### config.mk
export PLATFORM = sky130hd
export DESIGN_NAME = main_mem_responder
export DESIGN_NICKNAME = d
export VERILOG_FILES = /design/src/rtl/main_mem_responder.sv
export SDC_FILE = /design/constraint.sdc
export NUM_CORES = 2
export LEC_CHECK = 0
export BUFFER_PORTS_ARGS = -buffer_cell sky130_fd_sc_hd__buf_2
export CAP_MARGIN = 20
export CORE_MARGIN = 4
export CORE_UTILIZATION = 45
export CTS_BUF_LIST = sky130_fd_sc_hd__clkbuf_2 sky130_fd_sc_hd__clkbuf_4 sky130_fd_sc_hd__clkbuf_8
export DETAILED_ROUTE_END_ITERATION = 12
export GPL_ROUTABILITY_DRIVEN = 0
export GPL_TIMING_DRIVEN = 0
export PLACE_DENSITY_LB_ADDON = 0.3
export SLEW_MARGIN = 5
export SYNTH_ARGS = -nofsm -noshare
export SYNTH_HDL_FRONTEND = slang
export SYNTH_SLANG_ARGS = --single-unit
export TNS_END_PERCENT = 30
### constraint.sdc
create_clock -name Clk -period 11.38 [get_ports Clk]
set_input_delay 1.707 -clock Clk [delete_from_list [all_inputs] [get_ports Clk]]
set_output_delay 1.707 -clock Clk [all_outputs]
set_load 0.1 [all_outputs]
### src/rtl/main_mem_responder.sv
// Backing-store responder for the cache miss interface: fixed-latency block reads and writes,
// one word per cycle. Define MEM_CRITICAL_WORD_FIRST_EN to start read bursts at the requested word.
module main_mem_responder #(
  parameter int ADDR_W      = 8,
  parameter int DATA_W      = 8,
  parameter int BLOCK_WORDS = 4,
  parameter int LATENCY     = 3
) (
  input  logic              Clk,
  input  logic              Reset,
  input  logic              ReqValid,
  input  logic              ReqWrite,
  input  logic [ADDR_W-1:0] ReqAddr,
  output logic              ReqReady,
  input  logic              WrValid,
  input  logic [DATA_W-1:0] WrData,
  output logic              RdValid,
  output logic [DATA_W-1:0] RdData,
  output logic              RdLast,
  output logic              WrAck
);

  localparam int DEPTH = 1 << ADDR_W;
  localparam int OFF_W = $clog2(BLOCK_WORDS);
  localparam int BLK_W = ADDR_W - OFF_W;
  localparam int CNT_W = 4;

`ifdef MEM_CRITICAL_WORD_FIRST_EN
  localparam bit CRIT_FIRST = 1'b1;
`else
  localparam bit CRIT_FIRST = 1'b0;
`endif

  typedef enum logic [2:0] {
    IDLE,
    RD_WAIT,
    RD_BURST,
    WR_DATA,
    WR_WAIT
  } state_t;

  state_t             state;
  logic [BLK_W-1:0]   blk;
  logic [OFF_W-1:0]   rd_off;
  logic [OFF_W-1:0]   wr_off;
  logic [OFF_W-1:0]   beat;
  logic [CNT_W-1:0]   wait_cnt;

  logic [OFF_W-1:0]   start_off;
  logic [ADDR_W-1:0]  rd_addr;
  logic [ADDR_W-1:0]  wr_addr;
  logic [DATA_W-1:0]  rd_word;
  logic               wr_en;
  logic               last_beat;

  // Words are stored XORed with their own address, so the all-zero power-up
  // contents of the array read back as the identity image mem[a] = a.
  logic [DATA_W-1:0]  store [DEPTH];

  assign start_off = ReqAddr[OFF_W-1:0] & {OFF_W{CRIT_FIRST}};
  assign rd_addr   = {blk, rd_off};
  assign wr_addr   = {blk, wr_off};
  assign rd_word   = store[rd_addr] ^ DATA_W'(rd_addr);
  assign wr_en     = (state == WR_DATA) && WrValid && !Reset;
  assign last_beat = (beat == OFF_W'(BLOCK_WORDS - 1));

  // NOTE: the storage array has no reset branch; clearing it would need a
  // flop-based array and would destroy data that must survive a reset.
  always_ff @(posedge Clk) begin
    if (wr_en) store[wr_addr] <= WrData ^ DATA_W'(wr_addr);
  end

  // NOTE: every register here is assigned with <= so all of them update from
  // the same pre-edge values, matching the hardware they describe.
  always_ff @(posedge Clk) begin
    if (Reset) begin
      state    <= IDLE;
      ReqReady <= 1'b1;
      RdValid  <= 1'b0;
      RdData   <= '0;
      RdLast   <= 1'b0;
      WrAck    <= 1'b0;
      blk      <= '0;
      rd_off   <= '0;
      wr_off   <= '0;
      beat     <= '0;
      wait_cnt <= '0;
    end else begin
      WrAck <= 1'b0;
      case (state)
        IDLE: begin
          if (ReqValid) begin
            blk      <= ReqAddr[ADDR_W-1:OFF_W];
            rd_off   <= start_off;
            wr_off   <= '0;
            beat     <= '0;
            wait_cnt <= '0;
            ReqReady <= 1'b0;
            state    <= ReqWrite ? WR_DATA : RD_WAIT;
          end
        end

        // Holds one extra cycle beyond LATENCY because the first word is
        // registered on the way out of this state.
        RD_WAIT: begin
          if (wait_cnt == CNT_W'(LATENCY)) begin
            state   <= RD_BURST;
            RdValid <= 1'b1;
            RdData  <= rd_word;
            RdLast  <= last_beat;
            rd_off  <= rd_off + 1'b1;
            beat    <= beat + 1'b1;
          end else begin
            wait_cnt <= wait_cnt + 1'b1;
          end
        end

        RD_BURST: begin
          if (RdLast) begin
            state    <= IDLE;
            ReqReady <= 1'b1;
            RdValid  <= 1'b0;
            RdData   <= '0;
            RdLast   <= 1'b0;
          end else begin
            RdData <= rd_word;
            RdLast <= last_beat;
            rd_off <= rd_off + 1'b1;
            beat   <= beat + 1'b1;
          end
        end

        WR_DATA: begin
          if (WrValid) begin
            wr_off <= wr_off + 1'b1;
            if (wr_off == OFF_W'(BLOCK_WORDS - 1)) begin
              state    <= WR_WAIT;
              wait_cnt <= '0;
            end
          end
        end

        WR_WAIT: begin
          if (wait_cnt == CNT_W'(LATENCY - 1)) begin
            state    <= IDLE;
            ReqReady <= 1'b1;
            WrAck    <= 1'b1;
          end else begin
            wait_cnt <= wait_cnt + 1'b1;
          end
        end

        default: begin
          state    <= IDLE;
          ReqReady <= 1'b1;
        end
      endcase
    end
  end

endmodule

==> metrics.sh <==
OUTCOME='finished clean'
SWITCHING_SHARE=0.293
PIN_COUNT_OF_THE_BIGGEST_NET_ENTERING_GLOBAL_ROUTING=45
SYNTHESIS.YOSYS.WARNINGS=0
POST_ROUTE_CELLS_DRIVE_ABOVE_1_SHARE=0.255
ANTENNA_FOUND_INITIAL=15
CELLLEAKAGEPOWER_nW=28.0
PATH_CLK_SLEW_NS=0.07
REG2REG_DEPTH=9
ROUTE.FINAL.WIRE_LENGTH_UM=257000
PLACE.DETAILED.INSTANCES=6410
GRT_UTIL_ALL_LAYERS=0.273
CELL_TYPE_CONTRIBUTING_THE_MOST_TOTAL_CELL_AREA_AFTER_SYNTHESIS='edfxtp_1'
FINAL_ANTENNA_VIOLATING_NET_COUNT=0
DESIGN.CORE.AREA_SQ_UM=179000
POST_CTS_RESIZED=0
HOLD_DEPTH=2
RRSETUPSLACK_NS=4.83
TOTAL_DIE_AREA_SQ_UM=187000
FINAL.MIN_CLOCK_PERIOD_NS=6.55
SYNTH_ENABLE_FLOP_CELLS=2048
RSZ0062_AT_GRT='no'
TRITONCTS.NUM_BUFFERS=345
SYNTH.DISTINCT_CELLS=59
TIMING.HOLD.WORST.START='beat[1]$_SDFFE_PP0P_'
FLOORPLAN.IO_PINS=33
P_COMB_FRAC=0.213
GRT_REMAINING_OVERFLOW=0
TOTAL_COUNT_OF_MAX_TRANSITION_VIOLATIONS_IN_THE_FINAL_REPORT=0
MIN_TO='beat[1]$_SDFFE_PP0P_'
MAPPEDNETLISTNETS=3964
SYN-MEAN-INSTANCE-AREA_SQ_UM=20.6
PRE_CTS_SLACK_NS=5.20
STARTING_DENSITY_OF_THE_CORE=0.453
POWER.CLOCK.FRACTION=0.329
WORSTPATHARRIVAL_NS=7.13
WORST-SLEW-PIN-TRANSITION_NS=1.27
POSTSYNTH.TOPFLOPCELL='edfxtp_1'
YS_FF_LATCH=2079
DR_ITER_0_VIOLS=7001
VIAS_AFTER_DETAILED_ROUTING=45300
MIN-DELAY-PATH-CLASS='flip-flop to flip-flop'
MAX_SLEW_HEADROOM=0.153
DRTPASS1ITERATIONS=7
INTERNAL_POWER_mW=13.6
DIE_H_UM=432
PLACEMENT_ROWS=155
CTS_SETUP_BUFFERS=0
CP_DATA_REQUIRED_TIME_NS=11.96
CLOCK_SINK_COUNT=2079
WORSTSETUPENDPOINTTYPE='flip-flop'
DRC=0
CTS_MAX_LEVEL=5
SETUP-VIOLATIONS-FINAL=0
FIN_WORST_SKEW_NS=0.120
YS_SEQ_AREA_FRAC=0.766
WORST_R2R_SRC='blk[1]$_SDFFE_PP0P_'
ROUTE.DETAILED.WL_PER_INST_UM=36.7
SEQ_POWER_SHARE=0.458
POST-SYNTH-TOP-AREA-FRACTION=0.759
TRITONCTS_CLOCK_TREE='built'
POSTSYNTH.ASYNCRESETSHARE=0
POSTCTSHOLDBUFS=0
DP_HPWL_UM=177000
FINALHOLDVIOLATIONS=0
VIAS_IN_THE_FIRST_GLOBAL_ROUTE=43400
VDD.IR_DROP.WORST_V=0.000102
REG2REG_TO='store[201][1]$_DFFE_PP_'
CLKLATENCYLATEPIN_NS=1.08
CTS-ROOT-BUF='clkbuf_8'
TOTAL_SWITCHING_POWER_mW=5.66
FINAL.SETUP.WORST_SLACK_NS=4.83
PORTBUFFERS=30
CLOCK.FMAX_MHz=153
CLK_PATH_BUF_DEPTH=4
CRIT_TYPE='flip-flop to flip-flop'
TIMING.MAX_CAP.VIOLATIONS=0
CP-START-KIND='flip-flop'
CRITICAL_PATH_PEAK_FANOUT=10
FINAL.SETUP.TNS_NS=0
GRT_FIRST_PASS_WIRELENGTH_UM=349000
VIAS_PER_CELL=6.47
AREA_ADDED_BETWEEN_SYNTHESIS_AND_FINISH_PCT=14.2
STDCELL_COUNT=7010
SYN-CELL-AREA_SQ_UM=81100
POST_SYNTH_MAIN_AREA_CONTRIBUTORS='edfxtp_1 (76%), mux4_2 (11%), mux2i_1 (3.7%)'
FLOORPLAN.DIE.WIDTH_UM=432
FIN_NETS=4437
FINAL_MIN_PERIOD_OVER_CLOCK_PERIOD=0.576
P_PER_AREA_nW_PER_UM2=208
SYNTHESIS.INSTANCES=3936
## stage by stage
stage | power, mW | hold WS, ns | area [sq um] | utilization
global placement | 13.1 | 0.457 | 84200 | 0.471
detailed placement | 13.0 | 0.462 | 86100 | 0.481
finish | 19.3 | 0.465 | 92600 | 0.518
CTS | 19.2 | 0.470 | 92500 | 0.517
floorplan | 11.4 | 0.436 | 81100 | -
global route | 19.7 | 0.503 | 92600 | 0.518
## power by group through the flow
stage | combinational, mW | sequential (mW) | clock [mW]
2_1_floorplan | 2.12 | 9.25 | 0
3_3_place_gp | 3.68 | 9.41 | 0
3_5_place_dp | 3.99 | 9.00 | 0
4_1_cts | 3.99 | 8.84 | 6.37
5_1_grt | 4.16 | 8.83 | 6.73
6_report | 4.10 | 8.84 | 6.35
## layout by cell type, fill, tap and decap left out, drive strengths merged, types with 4 or more instances in the layout
| master | Yosys | layout |
|---|---|---|
| or4 | 9 | 9 |
| nor3 | 8 | 8 |
| edfxtp | 2048 | 2048 |
| diode | 0 | 9 |
| dfxtp | 31 | 31 |
| a22o | 12 | 12 |
| nor2 | 326 | 326 |
| mux2i | 303 | 303 |
| inv | 6 | 7 |
| a22oi | 50 | 50 |
| clkinvlp | 0 | 5 |
| clkbuf | 124 | 597 |
| mux4 | 412 | 412 |
| o21ai | 45 | 45 |
| nand2 | 45 | 45 |
| a31oi | 25 | 25 |
| bufinv | 0 | 6 |
| nand2b | 14 | 14 |
| o22ai | 87 | 87 |
| xor2 | 10 | 10 |
| a41oi | 12 | 12 |
| nor2b | 26 | 26 |
| clkinv | 0 | 99 |
| mux2 | 4 | 4 |
| a21oi | 16 | 16 |
| a211oi | 21 | 21 |
| and2 | 4 | 4 |
| o211ai | 30 | 30 |
| nor4 | 34 | 34 |
| nand4b | 4 | 4 |
| buf | 117 | 243 |
| nand3 | 17 | 17 |
| ha | 7 | 7 |
| a2111oi | 10 | 10 |
| a221oi | 49 | 49 |
## registers in the layout (all words and copies together) (netlist names)
signal,count
ReqReady,1
WrAck,1
beat,2
rd_off,2
wait_cnt,4
RdLast,1
blk,6
RdData,8
state,3
wr_off,2
store,2048
RdValid,1
## cells by family after synthesis
kind of cell / after synthesis / synth area share
flip-flops: 2079 / 0.766
buffers and inverters: 247 / 0.0189
adder cells (fa/ha/maj): 7 / 0.00108
XOR/XNOR: 13 / 0.00140
AO/OA/AOI/OAI: 365 / 0.0316
AND/OR/NAND/NOR: 506 / 0.0278
multiplexers: 719 / 0.153
## metal layers
metal | up-vias | track usage | wire length, um
li1 | 17400 | - | -
met1 | 23600 | 0.359 | 92200
met2 | 3565 | 0.400 | 113000
met3 | 787 | 0.100 | 36100
met4 | 8 | 0.143 | 16100
met5 | - | 0 | 53
## worst max-delay path by stage
stage / from / cells after the start / slack (ns) / endpoint
2_1_floorplan: blk[3]$_SDFFE_PP0P_ / 7 / 1.45 / store[0][5]$_DFFE_PP_
3_3_place_gp: blk[0]$_SDFFE_PP0P_ / 6 / -9.46 / store[202][2]$_DFFE_PP_
3_5_place_dp: blk[1]$_SDFFE_PP0P_ / 10 / 5.20 / store[72][3]$_DFFE_PP_
4_1_cts: blk[1]$_SDFFE_PP0P_ / 10 / 5.18 / store[72][1]$_DFFE_PP_
5_1_grt: blk[0]$_SDFFE_PP0P_ / 9 / 4.96 / store[78][4]$_DFFE_PP_
6_report: blk[1]$_SDFFE_PP0P_ / 9 / 4.83 / store[201][1]$_DFFE_PP_
## critical path: stages (launching register included)
cell	delay (ns)
dfxtp_1	0.53
buf_4	0.26
buf_4	0.32
buf_2	0.56
buf_2	0.84
clkbuf_1	0.84
nor2b_1	0.33
nand2_1	0.75
clkbuf_2	0.68
nor2_1	0.87
## synthesized netlist by cell type, drive strengths merged, types with 6 or more instances
library cell,count
dfxtp,31
nor4,34
nand2,45
mux2i,303
a21oi,16
a41oi,12
nor2b,26
clkbuf,124
o21ai,45
a31oi,25
o211ai,30
or4,9
nor3,8
nor2,326
inv,6
o22ai,87
a22o,12
buf,117
a211oi,21
xor2,10
nand2b,14
a2111oi,10
a221oi,49
nand3,17
mux4,412
edfxtp,2048
ha,7
a22oi,50
## layout make-up
cell class	count	area [sq um]
fill	14000	86200
sequential	2079	62100
multi-input combinational	1610	17600
clock buffer	473	5790
tap	2355	2950
timing repair buffer	126	1960
buffer	241	1530
clock inverter	111	633
inverter	6	22.5
antenna	9	22.5
(Power assumes the default switching activity.)
